<file path="src/rtl/ultra_scan_ctrl.sv">
// ultra_scan_ctrl: time-shares one echo-timing engine across N_SENS ultrasonic rangers.
// The sensors are triggered in round-robin order. Each echo pulse width is converted to
// centimetres with a cycle prescaler, so no divider is needed, and one tagged result is
// published per measurement.
//
// Ports:
//   clk, reset  - system clock, synchronous active-high reset
//   run         - level; keep scanning while high, stop after the current measurement
//   en_mask     - per-sensor enable, sampled only when the next sensor is selected
//   echo        - asynchronous echo pins, one per sensor
//   trigger     - trigger pins; at most one bit is high at a time
//   busy        - high whenever the controller is not idle
//   valid       - one-cycle strobe; sens_id/dist_cm/timeout hold until the next strobe
//   sens_id     - sensor index of the result
//   dist_cm     - distance in cm; all ones on timeout
//   timeout     - result is a timeout
//   last_dist   - (ULTRA_LAST_REGS_EN only) latest result per sensor, DW bits per slice
//
// Build option: define ULTRA_LAST_REGS_EN to add the per-sensor last_dist registers.
module ultra_scan_ctrl #(
  parameter int unsigned N_SENS      = 4,
  parameter int unsigned TRIG_CYC    = 500,
  parameter int unsigned CYC_PER_CM  = 2900,
  parameter int unsigned TIMEOUT_CYC = 1900000,
  parameter int unsigned GUARD_CYC   = 3000000,
  parameter int unsigned DW          = 16
) (
  input  logic                 clk,
  input  logic                 reset,
  input  logic                 run,
  input  logic [N_SENS-1:0]    en_mask,
  input  logic [N_SENS-1:0]    echo,
  output logic [N_SENS-1:0]    trigger,
  output logic                 busy,
  output logic                 valid,
  output logic [2:0]           sens_id,
  output logic [DW-1:0]        dist_cm,
`ifdef ULTRA_LAST_REGS_EN
  output logic [N_SENS*DW-1:0] last_dist,
`endif
  output logic                 timeout
);

  typedef enum logic [2:0] {StIdle, StTrig, StWaitRise, StMeasure, StGuard} state_e;

  // The cm counter saturates one below all-ones, so all-ones stays reserved for timeouts.
  localparam logic [DW-1:0] CmSat = {{(DW-1){1'b1}}, 1'b0};

  state_e                state_q, state_d;
  logic [31:0]           cnt_q, cnt_d;
  logic [31:0]           presc_q, presc_d;
  logic [DW-1:0]         cm_q, cm_d;
  logic [2:0]            sel_q, sel_d;
  logic [2:0]            ptr_q, ptr_d;
  logic [N_SENS-1:0]     echo_m_q, echo_s_q;
  logic                  valid_q, valid_d;
  logic [2:0]            sens_id_q, sens_id_d;
  logic [DW-1:0]         dist_q, dist_d;
  logic                  timeout_q, timeout_d;
`ifdef ULTRA_LAST_REGS_EN
  logic [N_SENS*DW-1:0]  last_q, last_d;
`endif

  logic                  echo_sel;
  logic [2:0]            pick_idx;
  logic                  pick_found;
  logic                  emit, emit_to;
  logic [DW-1:0]         cm_inc;

  // (base + off) mod N_SENS, with off < N_SENS.
  function automatic logic [2:0] wrap_idx(input logic [2:0] base, input int unsigned off);
    int unsigned s;
    s = 32'(base) + off;
    if (s >= N_SENS) s = s - N_SENS;
    return s[2:0];
  endfunction

  function automatic logic bit_at(input logic [N_SENS-1:0] v, input logic [2:0] idx);
    logic b;
    b = 1'b0;
    for (int unsigned j = 0; j < N_SENS; j++) begin
      if (idx == 3'(j)) b = v[j];
    end
    return b;
  endfunction

  // First enabled sensor at or after the round-robin pointer.
  always_comb begin
    pick_idx   = ptr_q;
    pick_found = 1'b0;
    for (int unsigned i = 0; i < N_SENS; i++) begin
      if (!pick_found && bit_at(en_mask, wrap_idx(ptr_q, i))) begin
        pick_idx   = wrap_idx(ptr_q, i);
        pick_found = 1'b1;
      end
    end
  end

  assign echo_sel = bit_at(echo_s_q, sel_q);

  // The cm count including this cycle's tick, so a W-cycle echo reads floor(W / CYC_PER_CM).
  always_comb begin
    cm_inc = cm_q;
    if (presc_q == 32'(CYC_PER_CM - 1) && cm_q != CmSat) cm_inc = cm_q + 1'b1;
  end

  // State register
  always_ff @(posedge clk) begin
    if (reset) begin
      state_q   <= StIdle;
      cnt_q     <= '0;
      presc_q   <= '0;
      cm_q      <= '0;
      sel_q     <= '0;
      ptr_q     <= '0;
      echo_m_q  <= '0;
      echo_s_q  <= '0;
      valid_q   <= 1'b0;
      sens_id_q <= '0;
      dist_q    <= '0;
      timeout_q <= 1'b0;
`ifdef ULTRA_LAST_REGS_EN
      last_q    <= '1;
`endif
    end else begin
      state_q   <= state_d;
      cnt_q     <= cnt_d;
      presc_q   <= presc_d;
      cm_q      <= cm_d;
      sel_q     <= sel_d;
      ptr_q     <= ptr_d;
      echo_m_q  <= echo;
      echo_s_q  <= echo_m_q;
      valid_q   <= valid_d;
      sens_id_q <= sens_id_d;
      dist_q    <= dist_d;
      timeout_q <= timeout_d;
`ifdef ULTRA_LAST_REGS_EN
      last_q    <= last_d;
`endif
    end
  end

  // Next-state logic
  always_comb begin
    state_d   = state_q;
    cnt_d     = cnt_q + 32'd1;
    presc_d   = presc_q;
    cm_d      = cm_q;
    sel_d     = sel_q;
    ptr_d     = ptr_q;
    valid_d   = 1'b0;
    sens_id_d = sens_id_q;
    dist_d    = dist_q;
    timeout_d = timeout_q;
`ifdef ULTRA_LAST_REGS_EN
    last_d    = last_q;
`endif
    emit      = 1'b0;
    emit_to   = 1'b0;

    unique case (state_q)
      StIdle: begin
        cnt_d = '0;
        if (run && pick_found) begin
          state_d = StTrig;
          sel_d   = pick_idx;
        end
      end
      StTrig: begin
        if (cnt_q == 32'(TRIG_CYC - 1)) begin
          state_d = StWaitRise;
          cnt_d   = '0;
        end
      end
      StWaitRise: begin
        if (echo_sel) begin
          state_d = StMeasure;
          cnt_d   = '0;
          presc_d = '0;
          cm_d    = '0;
        end else if (cnt_q == 32'(TIMEOUT_CYC - 1)) begin
          emit    = 1'b1;
          emit_to = 1'b1;
        end
      end
      StMeasure: begin
        presc_d = (presc_q == 32'(CYC_PER_CM - 1)) ? '0 : presc_q + 32'd1;
        cm_d    = cm_inc;
        if (!echo_sel) begin
          emit = 1'b1;
        end else if (cnt_q == 32'(TIMEOUT_CYC - 1)) begin
          emit    = 1'b1;
          emit_to = 1'b1;
        end
      end
      StGuard: begin
        if (cnt_q == 32'(GUARD_CYC - 1)) begin
          state_d = StIdle;
          cnt_d   = '0;
        end
      end
      default: state_d = StIdle;
    endcase

    if (emit) begin
      state_d   = StGuard;
      cnt_d     = '0;
      ptr_d     = wrap_idx(sel_q, 1);
      valid_d   = 1'b1;
      sens_id_d = sel_q;
      timeout_d = emit_to;
      dist_d    = emit_to ? '1 : cm_inc;
`ifdef ULTRA_LAST_REGS_EN
      for (int unsigned i = 0; i < N_SENS; i++) begin
        if (sel_q == 3'(i)) last_d[i*DW +: DW] = dist_d;
      end
`endif
    end
  end

  // Outputs
  always_comb begin
    busy = (state_q != StIdle);
    for (int unsigned i = 0; i < N_SENS; i++) begin
      trigger[i] = (state_q == StTrig) && (sel_q == 3'(i));
    end
    valid     = valid_q;
    sens_id   = sens_id_q;
    dist_cm   = dist_q;
    timeout   = timeout_q;
`ifdef ULTRA_LAST_REGS_EN
    last_dist = last_q;
`endif
  end

endmodule
</file>
<file path="config.mk">
export PLATFORM = sky130hd
export DESIGN_NAME = ultra_scan_ctrl
export DESIGN_NICKNAME = d
export VERILOG_FILES = /design/src/rtl/ultra_scan_ctrl.sv
export SDC_FILE = /design/constraint.sdc
export NUM_CORES = 1
export LEC_CHECK = 0
export BUFFER_PORTS_ARGS = -buffer_cell sky130_fd_sc_hd__buf_2
export CAP_MARGIN = 40
export CORE_AREA = 8 8 123 125
export CTS_CLUSTER_DIAMETER = 200
export CTS_CLUSTER_SIZE = 16
export DETAILED_ROUTE_END_ITERATION = 10
export DIE_AREA = 0 0 131 133
export PLACE_DENSITY = 0.71
export SLEW_MARGIN = 10
export SYNTH_ARGS = -nofsm -noshare
export SYNTH_HDL_FRONTEND = slang
export SYNTH_SLANG_ARGS = --single-unit
</file>
<file path="constraint.sdc">
create_clock -name clk -period 4.6 [get_ports clk]
set_input_delay 0.46 -clock clk [delete_from_list [all_inputs] [get_ports clk]]
set_output_delay 0.46 -clock clk [all_outputs]
set_load 0.01 [all_outputs]
</file>
==> results of run 1 <==
==> logic make-up (layout without fill, tap and decap cells) <==
family / Yosys count / in the layout
buffers and inverters: 63 / 94
xor gates and xnor gates: 45 / 45
DFF: 118 / 118
and+or+nand+nor: 336 / 336
muxes: 7 / 7
adders and majority gates: 16 / 16
AOI/OAI and AO/OA: 188 / 188
==> final cells by class <==
cell class,instances,area share (%)
flip-flops and latches,118,32.47
repair buffers,44,3.406
inverters,21,1.084
well taps,176,3.027
clock buffers,19,6.089
clock inverters,10,2.477
multi-input cells,592,51.44
==> metal layers <==
| layer | routed length, um | vias to the layer above |
|---|---|---|
| li1 | - | 2854 |
| met1 | 6884 | 2779 |
| met2 | 7455 | 169 |
| met3 | 716 | 30 |
| met4 | 336 | 0 |
| met5 | 0 | - |
==> worst max-delay path by stage <==
stage               startpoint    endpoint  slack [ns]  cells after the start
floorplan             sel_q[1]   cnt_q[10]        2.18                     10
global placement    state_q[1]   cnt_q[19]        1.49                      6
detailed placement    cnt_q[0]  sens_id[2]        1.73                      8
CTS                   sel_q[1]   cnt_q[25]        1.72                      8
global route        presc_q[0]     cm_q[9]        1.32                      7
finish              presc_q[0]     cm_q[9]        1.69                      7
==> critical path, delay by kind of cell (launching register included) <==
family | cells | cell delay (ns)
fa+ha+maj | 1 | 0.22
simple gates | 3 | 1.13
flops | 1 | 0.38
compound gates | 3 | 1.07
==> stage by stage <==
step | setup slack [ns] | util [%] | instance area, um2
after floorplan | 2.176 | - | 6394
after global placement | 1.485 | 50.66 | 6629
after detailed placement | 1.730 | 50.83 | 6651
after CTS | 1.716 | 55.59 | 7274
after global routing | 1.318 | 55.59 | 7274
final | 1.692 | 55.59 | 7274
==> Yosys cell counts, types with 5 or more instances <==
cell type,number
dfxtp_1,118
nor2_1,73
a21oi_1,66
nand2_1,54
nand3_1,33
o21ai_0,31
clkbuf_1,27
xor2_1,25
inv_1,21
nor2_2,21
nand4_1,20
xnor2_1,20
and3_1,18
nor3_1,17
nor4_1,17
a31oi_1,16
ha_1,16
o21ai_1,14
and2_1,13
nor2b_1,11
or3_1,11
a211oi_1,10
a311oi_1,10
mux2i_1,7
nor3b_1,7
a22oi_1,6
and4_1,6
buf_2,6
buf_6,6
a21o_1,5
or2_2,5
==> power by group <==
part	leakage (nW)	switching [W]	internal [W]	total, W
Clock	0.301	0.000451	0.000961	0.00141
Sequential	0.953	0.00000682	0.00103	0.00104
Combinational	1.31	0.0000481	0.0000261	0.0000742
==> flip-flops by register name (all words and copies together), names as in the netlist <==
name,cells
cnt_q,32
presc_q,32
cm_q,16
dist_cm,16
echo_m_q,4
echo_s_q,4
ptr_q,3
sel_q,3
sens_id,3
state_q,3
timeout,1
valid,1
==> results.toml, run 1 <==
[cells_and_area]
area_growth_pct = 13.78
nNetsFinal = 821
multi_input_area_um2 = 3742
layout.cells.most_common_list = "dfxtp_1, nor2_1, a21oi_1, nand2_1, buf_2"
drive_gt1_share_pct = 14.68
fill_cells = 1172
seq_area_um2 = 2362
antenna_cells = 0
finalNonFillerCells = 980
final_common_cell = "dfxtp_1"

[drt]
drt-initial-drc-count = 436
drt-total-wl_um = 15390
postRouteAntennaNets = 0
drt-wirelength-per-cell_um = 15.71
dr.pass1.iters = 5
drc_errors = 0
via_per_inst = 5.951
vias = 5832

[timing]
maxSlewViolCount = 0
hold_violations = 0
timing.final.crit_period_ns = 2.908
worst_pin_slew_ns = 0.8157
setup_viol = 0
rsz0062_at_grt = "false"
finalSetupTns_ns = 0
skew_ns = 0.01046
max_slew_margin_pct = 45.62
fmax_ghz = 0.3438
worst_hold_slack_ns = 0.2517
min_period_over_period_pct = 63.23

[synth]
synth-seq-cells = 118
yosys.cell_types.count = 66
synthArstFlopShare_pct = 0
syn_nets = 800
synth_fa_ha_area_share_pct = 3.131
synth_area_leaders = "dfxtp_1, a21oi_1, nor2_1, xor2_1, nand2_1"
yosys.area_share.simple_pct = 29.32
yosysTopAreaCell = "dfxtp_1"
syn_avg_cell_area_um2 = 8.271
synth_top_family_by_area = "simple AND/OR/NAND/NOR gates"
synth-main-ff-cell = "dfxtp_1"
yosysSeqAreaShare_pct = 36.95
synth_compound_area_share_pct = 18.77
yosysWarnings = 0
yosys.area_share.xor_xnor_pct = 6.164
netlist_area_um2 = 6394
synth_edf_count = 0
synth_top_area_share_pct = 36.95
synthMuxAreaShare_pct = 1.096
synthCells = 773

[global_route]
top_usage_layer = "met2"
antenna_found_initial = 0
first_global_vias = 5482
met3_usage_pct = 4.982
track_usage_pct = 18.02
use_met2_pct = 29.30
grt_max_degree = 69
grt_first_pass_wirelength_um = 25460
use_met1_pct = 21.71
overflow = 0

[floorplanning]
rows = 42
core-area_um2 = 13090
die_h_um = 133
io_pins = 37
die_x_um = 131
start_util_pct = 48.86
dieArea_um2 = 17420

[outcome]
status = "completed"

[placement]
dp_cells = 951
hpwl_um = 10520
place.gp.congestion = 0.8618
place.port_buffers = 36

[power_and_ir_drop]
p_per_area_nw_per_um2 = 346.8
p_leak_nw = 2.563
ir_drop_v = 0.0002905
totalPowerFinal_w = 0.002522

[worst_setup_path]
crit_required_ns = 4.91
path_cells = "ha_1 > nor4b_1 > nand4_1 > a211oi_2 > and4_1 > a21oi_1 > a311oi_1"
critPathMaxFanout = 11
r2r_slack_ns = 1.69
worst_setup_path_start_kind = "register"
path_class = "reg -> reg"
arrival_ns = 3.22
rr_endpoint = "cm_q[9]"
cpPeakStageDelay_ns = 0.72
end_kind = "register"
slowest_stage = "a211oi_2"
rr_worst_depth = 7
r2r_start = "presc_q[0]"

[flow_run]
maxCapViolCount = 0

[clock_network]
hold_buffers = 0
root_buffer = "clkbuf_16"
clock_path_buffers = 2
cts_resized = 0
cts_buffers = 17
clk_latency_ns = 0.42
htree_levels = 4
cts_tree = "built"
postCtsSetupBuffers = 0
cts_sinks = 118
clkTransAtPathRegs_ns = 0.05

[min_path]
worstHoldStart = "echo[2]"
hold_path_depth = 2
worst_hold_path.endpoint = "echo_m_q[2]"
hold_path.class = "in -> reg"
No activity file was read; power rests on OpenSTA's default activity.
==> run 2: changes to the inputs <==
Settings changed: PLACE_DENSITY 0.71 to 0.74.
Clock period 4.6 ns to 2.5 ns, I/O delays scaled along.
==> run 2 against run 1 <==
Effect of this change:
- cell area up 5.4%
- wire length is 2.9% higher
- worst hold slack got worse by 0.18 ns
- sequential power increased by 83%
- die area unchanged
- core utilization rose by 3.0 points
- first-iteration DRC count is 44% higher
- flip-flop and latch count unchanged
- critical path depth increased by 2
- cell count grew 3.6%
- maximum frequency increased by 20%
- critical endpoint is now cnt_q[10]
==> results.toml, run 2 (same netlist as run 1, synthesis figures left out) <==
[drt]
via_per_inst = 5.772
drt-wirelength-per-cell_um = 15.60
drt-total-wl_um = 15840
drc_errors = 0
drt-initial-drc-count = 628
dr.pass1.iters = 5
postRouteAntennaNets = 0
vias = 5859

[worst_setup_path]
arrival_ns = 2.78
rr_worst_depth = 9
critPathMaxFanout = 8
path_class = "reg -> reg"
worst_setup_path_start_kind = "register"
end_kind = "register"
crit_required_ns = 2.85

[power_and_ir_drop]
totalPowerFinal_w = 0.004517
p_leak_nw = 2.751
p_per_area_nw_per_um2 = 589.1
ir_drop_v = 0.0005239

[floorplanning]
io_pins = 37
die_x_um = 131
rows = 42
core-area_um2 = 13090
die_h_um = 133
start_util_pct = 48.86
dieArea_um2 = 17420

[timing]
max_slew_margin_pct = 54.97
timing.final.crit_period_ns = 2.430
worst_hold_slack_ns = 0.06897
hold_violations = 0
min_period_over_period_pct = 97.21
setup_viol = 0
skew_ns = 0.008365
maxSlewViolCount = 0
fmax_ghz = 0.4115
worst_pin_slew_ns = 0.6748

[clock_network]
clk_latency_ns = 0.41
cts_tree = "built"
clkTransAtPathRegs_ns = 0.05
clock_path_buffers = 2
cts_buffers = 17
htree_levels = 4
root_buffer = "clkbuf_16"
hold_buffers = 0
cts_sinks = 118

[cells_and_area]
largestRegisters = "cnt_q (32), presc_q (32)"
layout.cells.most_common_list = "dfxtp_1, nor2_1, a21oi_1, nand2_1, buf_4"
drive_gt1_share_pct = 20.38
antenna_cells = 0
final_common_cell = "dfxtp_1"
nNetsFinal = 857
area_growth_pct = 19.94

[global_route]
grt_first_pass_wirelength_um = 26070
first_global_vias = 5342
grt_max_degree = 56
track_usage_pct = 18.20
antenna_found_initial = 0
overflow = 0

[flow_run]
maxCapViolCount = 0

[placement]
place.gp.congestion = 0.8657
place.port_buffers = 36
hpwl_um = 10040

[outcome]
status = "completed"

[min_path]
hold_path_depth = 2
hold_path.class = "in -> reg"
[run 2: cell types whose count changed in the layout (fill, tap and decap cells not counted), sizes merged]
cell and change:
a2111o +2, buf +33, bufinv -2, clkbuf +1, clkinv -1, clkinvlp +2
[run 2: repair_timing]
action / 4_1_cts / 5_1_grt
gates resized for setup: 2 / 26
setup buffers: 1 / 3
gates cloned: 2 / 1
endpoints found under the setup margin: 32 / 44
pin swaps: 3 / 5
[run 2: path summary, 6_finish.rpt]
kind,endpoint,slack [ns],startpoint
setup reg to reg,cnt_q[10],0.07,sel_q[1]
hold / removal,echo_m_q[3],0.07,echo[3]
hold reg to reg,echo_s_q[1],0.43,echo_m_q[1]
setup / recovery,cnt_q[10],0.07,sel_q[1]
[run 2: per-stage QoR]
stage	area [um2]	setup slack, ns	utilization (%)	cells	setup TNS (ns)
global placement	6895	0.01213	52.70	980	0
floorplan	6394	0.07647	-	773	0
finish	7669	0.06964	58.61	1015	0
global route	7669	-0.02228	58.61	1015	-0.1344
CTS	7526	0.004685	57.52	1011	0
detailed placement	6895	-0.06424	52.70	980	-1.037
[run 2: per-layer routing]
layer | global-route usage [%] | wire [um] | up-vias
li1 | - | - | 2938
met1 | 24.30 | 7539 | 2757
met2 | 28.58 | 7340 | 146
met3 | 3.576 | 728 | 18
met4 | 5.743 | 229 | 0
met5 | 0 | 0 | -
[run 2: report_power, final]
group          internal [W]  switching [W]  leakage (nW)
clock               0.00159       0.000839         0.275
sequential          0.00189      0.0000105         0.955
combinational     0.0000749       0.000110          1.52
[run 2: cell type report]
cell class | count | area (um2)
fillers | 1134 | 5416
multi-input cells | 594 | 3849
flip-flops and latches | 118 | 2372
repair buffers | 78 | 563.0
clock buffers | 19 | 452.9
well taps | 176 | 220.2
clock inverters | 9 | 130.1
inverters | 21 | 81.33
[run 2: worst max-delay path: stages (launching register included)]
cell and delay, ns:
dfxtp_4 0.37, inv_2 0.07, ha_4 0.17, nand3b_4 0.16
a2111oi_4 0.40, nor3_2 0.11, o22a_2 0.28, a2111o_2 0.53
clkbuf_16 0.19, nor2_2 0.09
==> run 3: changes to the inputs <==
Settings changed: ABC_CLOCK_PERIOD_IN_PS from default to 2500, GPL_TIMING_DRIVEN from default to 0.
==> run 3 against run 2 <==
Effect of this change:
- the flow now finishes with violations (setup timing)
- clock power fell by 6%
- worst setup slack worse by 0.15 ns
- cell area up 1.7%
- flip-flop and latch count is the same
- clock skew up 0.00073 ns
- sequential share of layout area is 0.47 points lower
- sequential power about the same
- wire length is 8.3% higher
- largest cell class unchanged
- largest power group unchanged
==> results.toml, run 3 (same netlist as run 1, synthesis figures left out) <==
[global_route]
met3_usage_pct = 3.897
use_met2_pct = 30.95
grt_first_pass_wirelength_um = 27600
track_usage_pct = 19.60
grt_max_degree = 17
antenna_found_initial = 0
top_usage_layer = "met2"
first_global_vias = 5598
use_met1_pct = 24.99
overflow = 0

[floorplanning]
dieArea_um2 = 17420
die_h_um = 133
core-area_um2 = 13090
io_pins = 37
die_x_um = 131
start_util_pct = 48.86
rows = 42

[worst_setup_path]
path_cells = "ha_1 > ha_4 > a2111oi_4 > buf_4 > nor2_4 > o22a_1 > buf_6 > a2111o_4 > clkbuf_16 > nor2_4"
path_class = "reg -> reg"
critPathMaxFanout = 7
worst_setup_path_start_kind = "register"
arrival_ns = 2.93
path_delay_family = "compound AO/OA/AOI/OAI gates"
cpPeakStageDelay_ns = 0.57
worst-path-buf-inv = 3
crit_required_ns = 2.85
crit_path_frequent_cell = "nor2_4"
slowest_stage = "a2111o_4"
end_kind = "register"

[clock_network]
clkTransAtPathRegs_ns = 0.05
clk_latency_ns = 0.42
clock_path_buffers = 2
cts_sinks = 118
root_buffer = "clkbuf_16"
hold_buffers = 0
htree_levels = 4
cts_buffers = 17
cts_tree = "built"

[timing]
worst_pin_slew_ns = 0.7390
min_period_over_period_pct = 103.0
fmax_ghz = 0.3882
rsz0062_at_grt = "true"
finalSetupTns_ns = -1.699
setup_viol = 30
hold_violations = 0
fin_ws_ns = -0.07577
skew_ns = 0.009097
maxSlewViolCount = 0
max_slew_margin_pct = 50.36
timing.final.crit_period_ns = 2.576

[drt]
drc_errors = 0
drt-wirelength-per-cell_um = 16.73
drt-initial-drc-count = 441
vias = 6003
dr.pass1.iters = 8
postRouteAntennaNets = 0
drt-total-wl_um = 17150
via_per_inst = 5.857

[cells_and_area]
drive_gt1_share_pct = 20.61
final_common_cell = "dfxtp_1"
finalNonFillerCells = 1025
final_util_pct = 59.61
largestRegisters = "cnt_q (32), presc_q (32)"
nNetsFinal = 867
area_growth_pct = 22.00
antenna_cells = 0
layout.cells.most_common_list = "dfxtp_1, a21oi_1, nor2_1, nand2_1, buf_2"

[power_and_ir_drop]
p_leak_nw = 2.711
ir_drop_v = 0.0004938
p_per_area_nw_per_um2 = 565.2

[min_path]
hold_path.class = "in -> reg"

[outcome]
status = "complete, but fails checks"
violations = "setup timing"

[placement]
hpwl_um = 11670
place.gp.congestion = 0.8984
dp_cells = 986
place.port_buffers = 35
post-place-ws_ns = -0.4949

[flow_run]
maxCapViolCount = 0
[run 3: power by group]
part	internal (W)	switching [W]	leakage, nW
registers	0.00190	0.0000120	0.956
logic	0.0000853	0.000124	1.48
clock network	0.00149	0.000799	0.280
[run 3: path summary, 6_finish.rpt]
path | cells past startpoint | slack (ns) | end | start
setup / recovery | 10 | -0.08 | cnt_q[7] | sel_q[0]
hold / removal | 2 | 0.07 | echo_m_q[0] | echo[0]
setup reg to reg | 10 | -0.08 | cnt_q[7] | sel_q[0]
hold reg to reg | 1 | 0.44 | echo_s_q[3] | echo_m_q[3]
[run 3: repair_timing]
action                     4_1_cts  5_1_grt
setup endpoints to repair       76       75
gates cloned                     1        1
gates resized for setup         33       54
pin swaps                        8       20
buffers inserted                 5        6
[run 3: layout make-up]
type,instances,area (um2)
multi-input cells,592,4008
flip-flops and latches,118,2376
fillers,1085,5285
plain buffers,40,242.7
clock buffers,24,511.7
repair buffers,50,312.8
inverters,21,83.83
clock inverters,4,45.04
well taps,176,220.2
[run 3: per-layer routing]
metal	vias to the layer above	part of all wire (%)
met3	42	5.2
met4	0	2.5
met2	196	47
met5	-	0
met1	2809	45
li1	2956	-
[run 3: stage by stage]
step	hold slack, ns	power (W)	cell area (um2)
floorplan	0.3782	0.002047	6394
global placement	0.4209	0.002095	6789
detailed placement	0.4273	0.002098	6804
CTS	0.06036	0.004407	7518
global route	0.07910	0.004535	7800
finish	0.07157	0.004408	7800
[run 3: worst register-to-register path, stage by stage, from the launching register on]
cell and delay, ns:
dfxtp_4 0.37, ha_1 0.23, ha_4 0.19, a2111oi_4 0.26, buf_4 0.20, nor2_4 0.04
o22a_1 0.22, buf_6 0.13, a2111o_4 0.57, clkbuf_16 0.22, nor2_4 0.07
